File: src/rtl/divclk_select.sv
// -----------------------------------------------------------------------------
// divclk_select
//
// Glitch-free selector placed after the power-of-two clock divider. One of the
// divider's registered taps is forwarded to clk_out through a single flop.
// Tap changes are requested with a valid/ready handshake. The output is never
// cut during a high phase. It is held low for at least one cycle before the
// new tap starts on a clean rising edge.
//
// Handshake: a request is accepted on any cycle where sel_valid && sel_ready.
// sel_ready is high only in RUN. Requests are not queued, so the requester
// holds sel_valid and sel stable until it sees ready. The sel value present
// on the accepting cycle is the one that takes effect.
//
// Ports:
//   clk         system clock, same clock that drives the divider
//   rst_n       asynchronous active-low reset
//   taps        divided clocks, taps[i] = clk / 2**(i+1), registered in clk
//   sel         requested tap index
//   sel_valid   request strobe for sel
//   sel_ready   high when a request can be accepted (state == RUN)
//   clk_out     selected divided clock, registered
//   active_sel  tap index currently driving (or about to drive) clk_out
//   busy        high while a switch is in progress (state != RUN)
//   sel_err     one-cycle pulse after an accepted out-of-range request
//   switch_cnt  number of completed switches, wraps silently
// -----------------------------------------------------------------------------
module divclk_select #(
    parameter int NUM_TAPS = 10,
    parameter int SEL_W    = 4,
    parameter int CNT_W    = 8
) (
    input  logic                clk,
    input  logic                rst_n,
    input  logic [NUM_TAPS-1:0] taps,
    input  logic [SEL_W-1:0]    sel,
    input  logic                sel_valid,
    output logic                sel_ready,
    output logic                clk_out,
    output logic [SEL_W-1:0]    active_sel,
    output logic                busy,
    output logic                sel_err,
    output logic [CNT_W-1:0]    switch_cnt
);

    typedef enum logic [1:0] {
        ST_RUN   = 2'd0,
        ST_DRAIN = 2'd1,
        ST_ARM   = 2'd2
    } state_t;

    // One bit wider than sel so the range check also works when
    // NUM_TAPS == 2**SEL_W.
    localparam logic [SEL_W:0] NUM_TAPS_EXT = (SEL_W+1)'(NUM_TAPS);

    state_t             state_q, state_d;
    logic [SEL_W-1:0]   active_sel_q, active_sel_d;
    logic [SEL_W-1:0]   pending_q, pending_d;
    logic               clk_out_q, clk_out_d;
    logic               sel_err_q, sel_err_d;
    logic [CNT_W-1:0]   switch_cnt_q, switch_cnt_d;
    // Set by reset so that the ARM exit after reset is not counted as a switch.
    logic               first_arm_q, first_arm_d;

    logic               tap_cur;
    logic               accept;
    logic               sel_oob;
    logic               switch_req;

    // Current tap value. An explicit compare loop avoids an indexed select
    // whose index range exceeds the tap bus.
    always_comb begin
        tap_cur = 1'b0;
        for (int i = 0; i < NUM_TAPS; i++) begin
            if (active_sel_q == SEL_W'(i)) begin
                tap_cur = taps[i];
            end
        end
    end

    assign accept     = sel_valid && (state_q == ST_RUN);
    assign sel_oob    = ({1'b0, sel} >= NUM_TAPS_EXT);
    assign switch_req = accept && !sel_oob && (sel != active_sel_q);

    // -------------------------------------------------------------------------
    // State register (and the datapath flops that share its reset)
    // -------------------------------------------------------------------------
    always_ff @(posedge clk or negedge rst_n) begin
        if (!rst_n) begin
            state_q      <= ST_ARM;
            active_sel_q <= '0;
            pending_q    <= '0;
            clk_out_q    <= 1'b0;
            sel_err_q    <= 1'b0;
            switch_cnt_q <= '0;
            first_arm_q  <= 1'b1;
        end else begin
            state_q      <= state_d;
            active_sel_q <= active_sel_d;
            pending_q    <= pending_d;
            clk_out_q    <= clk_out_d;
            sel_err_q    <= sel_err_d;
            switch_cnt_q <= switch_cnt_d;
            first_arm_q  <= first_arm_d;
        end
    end

    // -------------------------------------------------------------------------
    // Next-state logic
    // -------------------------------------------------------------------------
    always_comb begin
        state_d = state_q;
        case (state_q)
            ST_RUN: begin
                if (switch_req) begin
                    state_d = ST_DRAIN;
                end
            end
            // Leave DRAIN only once the old tap is low, so its high phase is
            // never truncated.
            ST_DRAIN: begin
                if (!tap_cur) begin
                    state_d = ST_ARM;
                end
            end
            // In ARM, tap_cur already refers to the new tap. Waiting for it to
            // be low guarantees the first output edge in RUN is a full rise.
            ST_ARM: begin
                if (!tap_cur) begin
                    state_d = ST_RUN;
                end
            end
            default: state_d = ST_ARM;
        endcase
    end

    // -------------------------------------------------------------------------
    // Output / datapath logic
    // -------------------------------------------------------------------------
    always_comb begin
        active_sel_d = active_sel_q;
        pending_d    = pending_q;
        clk_out_d    = tap_cur;
        sel_err_d    = 1'b0;
        switch_cnt_d = switch_cnt_q;
        first_arm_d  = first_arm_q;
        case (state_q)
            ST_RUN: begin
                if (accept && sel_oob) begin
                    sel_err_d = 1'b1;
                end
                if (switch_req) begin
                    pending_d = sel;
                end
            end
            ST_DRAIN: begin
                if (!tap_cur) begin
                    active_sel_d = pending_q;
                end
            end
            ST_ARM: begin
                clk_out_d = 1'b0;
                if (!tap_cur) begin
                    if (first_arm_q) begin
                        first_arm_d = 1'b0;
                    end else begin
                        switch_cnt_d = switch_cnt_q + CNT_W'(1);
                    end
                end
            end
            default: begin
                clk_out_d = 1'b0;
            end
        endcase
    end

    assign sel_ready  = (state_q == ST_RUN);
    assign busy       = (state_q != ST_RUN);
    assign clk_out    = clk_out_q;
    assign active_sel = active_sel_q;
    assign sel_err    = sel_err_q;
    assign switch_cnt = switch_cnt_q;

endmodule

File: config.mk
export PLATFORM = sky130hd
export DESIGN_NAME = divclk_select
export DESIGN_NICKNAME = d
export VERILOG_FILES = /design/src/rtl/divclk_select.sv
export SDC_FILE = /design/constraint.sdc
export NUM_CORES = 1
export LEC_CHECK = 0
export CORE_MARGIN = 3
export CORE_UTILIZATION = 35
export DETAILED_ROUTE_END_ITERATION = 10
export MAX_ROUTING_LAYER = met4
export PLACE_DENSITY = 0.74
export SYNTH_ARGS = -nofsm -noshare
export SYNTH_HDL_FRONTEND = slang
export SYNTH_SLANG_ARGS = --single-unit
export TNS_END_PERCENT = 20
File: constraint.sdc
create_clock -name clk -period 2.5 [get_ports clk]
set_clock_uncertainty 0.2 [all_clocks]
set_input_delay 0.5 -clock clk [delete_from_list [all_inputs] [get_ports clk]]
set_output_delay 0.5 -clock clk [all_outputs]
set_load 0.1 [all_outputs]
==> results of run 1 <==
-- cell usage in the layout, fill, tap and decap left out, types with 3 or more instances in the layout --
| cell | instances |
|---|---|
| buf_4 | 16 |
| clkbuf_4 | 3 |
| clkdlybuf4s50_1 | 16 |
| dfrtp_1 | 18 |
| mux2_1 | 6 |
| mux2_2 | 4 |
| mux2i_1 | 3 |
| nand2_1 | 3 |
| nand4_1 | 7 |
| nor2_1 | 3 |
| xnor2_1 | 10 |
-- cells by family (layout without fill, tap and decap cells) --
logic type / Yosys count / count (layout)
AND/OR/NAND/NOR: 25 / 25
flip-flops: 21 / 21
multiplexers: 14 / 14
XOR/XNOR: 11 / 11
AO/OA/AOI/OAI: 8 / 8
buffers and inverters: 4 / 40
adder cells (fa/ha/maj): 1 / 1
-- routing by layer --
| metal | track usage | up-vias | routed length [um] |
|---|---|---|---|
| met4 | 0.02477 | 0 | 5 |
| met2 | 0.2009 | 29 | 964 |
| met5 | - | - | 0 |
| li1 | - | 372 | - |
| met3 | 0.04403 | 2 | 131 |
| met1 | 0.1559 | 352 | 935 |
-- path summary, 6_finish.rpt --
kind | endpoint | from | depth (start not counted)
max | switch_cnt[1] | taps[1] | 6
min | switch_cnt[7] | switch_cnt[7] | 1
max reg2reg | switch_cnt[1] | active_sel[2] | 5
min reg2reg | switch_cnt[7] | switch_cnt[7] | 1
max in group asynchronous | state_q[1] | rst_n | 2
min in group asynchronous | switch_cnt[5] | rst_n | 2
-- sequential cells by signal (all words and copies together), names as in the netlist --
| name | count |
|---|---|
| state_q | 2 |
| clk_out | 1 |
| switch_cnt | 8 |
| first_arm_q | 1 |
| active_sel | 4 |
| sel_err | 1 |
| pending_q | 4 |
-- through the flow --
stage	util	setup WS (ns)	hold WS, ns	TNS (ns)
2_1_floorplan	-	-0.1928	0.004409	-0.1928
3_3_place_gp	0.4954	0.06812	0.2635	0
3_5_place_dp	0.4954	0.03994	0.2694	0
4_1_cts	0.5046	0.3702	0.2850	0
5_1_grt	0.5046	0.3180	0.3165	0
6_report	0.5046	0.3628	0.2845	0
-- final cells by class --
type / count / area [sq um] / share of cell area
Sequential cell: 21 / 529.3 / 0.3707
Multi-Input combinational cell: 59 / 505.5 / 0.3541
Timing Repair Buffer: 34 / 320.3 / 0.2244
Tap cell: 31 / 38.79 / 0.02717
Clock buffer: 4 / 26.28 / 0.01840
Inverter: 2 / 7.507 / 0.005259
==> run_results.csv, run 1 <==
group,metric,value,unit
run_status,outcome,"finished, final reports clean",
yosys,syn_nets,102,
yosys,synth_edf_count,0,
yosys,yosys.area_share.simple,0.1415,
floorplanning,ios,33,
drt,via_count,755,
yosys,synth_adder_area_share,0.01179,
yosys,synth-xor-area-share,0.09080,
clock_tree,cts_made_buffers,3,
yosys,avgSynthCellArea,12.63,sq um
final_layout,nets,139,
critical_path,crit_family,"multiplexers",
drt,firstDrtPassIters,4,
clock_tree,htree_levels,1,
yosys,ys.warnings.count,0,
hold_path,hp-class,"reg2reg",
placement,portBuffers,32,
final_layout,synthToLayoutAreaGrowth,34.55,%
clock_tree,clockRootBuffer,"clkbuf_4",
drt,drtIter0Drc,24,
yosys,synth_cells,84,
critical_path,r2r_setup_slack,0.41,ns
yosys,synthMuxAreaShare,0.1486,
critical_path,crit_slowest_cell,"clkdlybuf4s50_1",
critical_path,end_kind,"flop",
timing,period_share,0.8549,
clock_tree,cts_resized,0,
timing,setup_violations,0,
clock_tree,cts_tree,"built",
drt,routedWlPerCell,13.48,um
timing,rsz0062_at_grt,"false",
critical_path,crit_fanout,2,
drt,wl,2036,um
yosys,synthFlopType,"dfrtp_1",
timing,relSlewSlack,0.7690,
critical_path,crit_required,2.49,ns
clock_tree,insertion_delay,0.29,ns
timing,worst_slew_pin_slew,0.3458,ns
global_routing,overflow,0,
timing,clock.fmax,467.9,MHz
yosys,synth-compound-area-share,0.08137,
yosys,synth_sequential_area_ratio,0.4976,
yosys,synth_area,1061,sq um
placement,dp_hpwl,1586,um
clock_tree,cts_sinks,21,
critical_path,cp-start-kind,"input port",
clock_tree,post_cts_buffers,0,
critical_path,slowest_delay,0.39,ns
yosys,ys_top_cells_by_count,"19 x dfrtp_1, 10 x xnor2_1, 7 x nand4_1",
drt,drc_errors,0,
yosys,synth_top_area_frac,0.4481,
critical_path,path_buf_inv,1,
final_layout,design_area,1428,sq um
flow_run,drv_cap,0,
final_layout,drive_gt1_frac,0.2917,
global_routing,grt_pass1_wl,3408,um
global_routing,grt_max_degree,22,
yosys,synth_cell_type_count,30,
global_routing,grt_antenna_before_repair,0,
floorplanning,die_w,61.06,um
yosys,synth_top_area_cell,"dfrtp_1",
final_layout,insertedDiodeCount,0,
global_routing,grt_pass1_vias,767,
yosys,ys_top_cells_by_area,"dfrtp_1 45%, xnor2_1 8.3%, mux2_1 6.4%, dfstp_2 5.0%, mux2_2 4.2%",
yosys,post-synth-top-count-cell,"dfrtp_1",
drt,viasPerCell,5.000,
timing,slew_viol_final,0,
yosys,ys_seq_elements,21,
placement,dp_cells,147,
critical_path,path_cells,"clkdlybuf4s50_1, mux2_4, o32a_4, nand3_2, and3b_2, mux2_1",
clock_tree,clk_pin_slew_worst_paths,0.11,ns
timing,final_hold_viol_count,0,
critical_path,criticalPathCategory,"in2reg",
final_layout,fillerInstances,261,
timing,period_needed,2.137,ns
final_layout,finalNonFillerCells,151,
critical_path,cp.arrival,2.13,ns
yosys,synth_top_family_by_area,"multiplexers",
floorplanning,start_util,0.3751,
drt,antenna_left,0,
floorplanning,rows,19,
placement,finalWeightedCongestion,0.7567,
floorplanning,die_y,61.06,um
clock_tree,clk_path_buf_depth,2,
placement,placed_area,1401,sq um
yosys,async_flop_share,1.000,
global_routing,grt_usage,0.1262,
floorplanning,coreArea,2829,sq um
floorplanning,dieArea,3728,sq um
clock_tree,postCtsHoldBufs,0,
Power of run 1 is left out: the tool's default activity adds up to more than one toggle a clock period on the data nets, which glitch-free logic cannot reach.
==> run 2: changes to the inputs <==
--- a/config.mk
+++ b/config.mk
@@ -10,6 +10,7 @@
 export DETAILED_ROUTE_END_ITERATION = 10
 export MAX_ROUTING_LAYER = met4
 export PLACE_DENSITY = 0.74
+export SLEW_MARGIN = 20
 export SYNTH_ARGS = -nofsm -noshare
 export SYNTH_HDL_FRONTEND = slang
 export SYNTH_SLANG_ARGS = --single-unit
==> results of run 2 <==
Same layout as run 1: the final DEF is identical, and so are final timing and power.
Power of run 2 is left out for the same reason.
==> run 3: changes to the inputs <==
==> constraint.sdc (replaced) <==
create_clock -name clk -period 2.63 [get_ports clk]
set_clock_uncertainty 0.2 [all_clocks]
set_input_delay 0.526 -clock clk [delete_from_list [all_inputs] [get_ports clk]]
set_output_delay 0.526 -clock clk [all_outputs]
set_load 0.1 [all_outputs]
==> run 3 against run 2 <==
Compared with the run above: final area decreased by 1.4%; non-clock buffer count unchanged; largest cell class unchanged; register-to-register slack improved by 0.05 ns; critical path type is now reg2reg; worst hold slack improved by 0.00063 ns.
==> run_results.csv, run 3 (synthesis results as in run 1) <==
group,metric,value,unit
placement,portBuffers,32,
critical_path,cp.arrival,2.16,ns
run_status,outcome,"finished, final reports clean",
final_layout,largest_reg_flops,8,
hold_path,hold_depth,1,
final_layout,final_cell_mix,"19 x dfrtp_1, 18 x buf_4, 16 x clkdlybuf4s50_1, 10 x xnor2_1, 7 x nand4_1",
final_layout,finalNonFillerCells,151,
placement,finalWeightedCongestion,0.7992,
global_routing,overflow,0,
clock_tree,cts_tree,"built",
drt,firstDrtPassIters,4,
placement,dp_cells,147,
final_layout,synthToLayoutAreaGrowth,32.67,%
critical_path,crit_fanout,8,
hold_path,hp-class,"reg2reg",
critical_path,crit_required,2.62,ns
clock_tree,post_cts_buffers,0,
floorplanning,die_w,61.06,um
clock_tree,postCtsHoldBufs,0,
final_layout,insertedDiodeCount,0,
global_routing,grt_pass1_wl,3312,um
drt,drtIter0Drc,26,
clock_tree,clk_pin_slew_worst_paths,0.12,ns
clock_tree,clk_path_buf_depth,2,
timing,period_needed,2.170,ns
floorplanning,coreArea,2829,sq um
drt,antenna_left,0,
clock_tree,cts_resized,0,
global_routing,grt_max_degree,22,
floorplanning,rows,19,
timing,setup_violations,0,
critical_path,cp-start-kind,"flop",
clock_tree,cts_made_buffers,3,
critical_path,reg2reg_depth,5,
drt,wl,1994,um
critical_path,r2r_setup_slack,0.46,ns
final_layout,layout_commonest_cell,"dfrtp_1",
clock_tree,cts_sinks,21,
timing,slew_viol_final,0,
global_routing,grt_usage,0.1244,
timing,period_share,0.8252,
floorplanning,ios,33,
drt,viasPerCell,5.086,
floorplanning,dieArea,3728,sq um
drt,routedWlPerCell,13.21,um
clock_tree,insertion_delay,0.31,ns
floorplanning,start_util,0.3751,
timing,relSlewSlack,0.7374,
drt,drc_errors,0,
timing,final_hold_viol_count,0,
final_layout,drive_gt1_frac,0.2917,
placement,dp_hpwl,1588,um
global_routing,grt_pass1_vias,739,
timing,worst_slew_pin_slew,0.3931,ns
floorplanning,die_y,61.06,um
clock_tree,htree_levels,1,
timing,rsz0062_at_grt,"false",
timing,clock.fmax,460.7,MHz
critical_path,end_kind,"flop",
critical_path,criticalPathCategory,"reg2reg",
final_layout,fin_util,0.4976,
clock_tree,clockRootBuffer,"clkbuf_4",
final_layout,nets,139,
global_routing,grt_antenna_before_repair,0,
drt,via_count,768,
flow_run,drv_cap,0,
run 3: cell types whose count changed in the layout (fill, tap and decap cells not counted):
cell,delta
clkinv_2,+1
buf_4,+2
buf_12,-2
nor2_4,+1
dfrtp_1,+1
dfrtp_2,-1
clkbuf_1,-1
nor2_2,-1
run 3: routing by layer:
metal	up-vias	routed length [um]	track usage
li1	371	-	-
met1	369	875	0.1387
met5	-	0	-
met2	28	990	0.2175
met4	0	0	0.009288
met3	0	128	0.05031
run 3: critical path, stage by stage (launching register included):
cell and delay, ns:
dfrtp_1 0.56, mux2_4 0.34, o32a_4 0.37, nand3_2 0.07
and3b_2 0.20, mux2_1 0.32
run 3: path summary, 6_finish.rpt:
kind	from	endpoint
hold reg to reg	switch_cnt[7]	switch_cnt[7]
min in group asynchronous	rst_n	switch_cnt[3]
hold / removal	switch_cnt[7]	switch_cnt[7]
setup / recovery	active_sel[2]	switch_cnt[1]
max in group asynchronous	rst_n	state_q[1]
setup reg to reg	active_sel[2]	switch_cnt[1]
run 3: through the flow:
step           hold slack, ns  instance area [sq um]  TNS, ns  setup slack, ns
3_5_place_dp           0.2671                   1380        0           0.1302
5_1_grt                0.3109                   1408        0           0.3989
4_1_cts                0.2839                   1408        0           0.4411
2_1_floorplan         0.03041                   1069  -0.1831         -0.08801
6_report               0.2851                   1408        0           0.4596
3_3_place_gp           0.2648                   1380        0           0.1692
run 3: final cells by class:
cell class                      instances  area, sq um
Clock buffer                            3        22.52
Tap cell                               31        38.79
Fill cell                             261         1421
Timing Repair Buffer                   34        295.3
Sequential cell                        21        528.0
Multi-Input combinational cell         59        510.5
Clock inverter                          1        5.005
Inverter                                2        7.507
Power of run 3 is left out for the same reason.
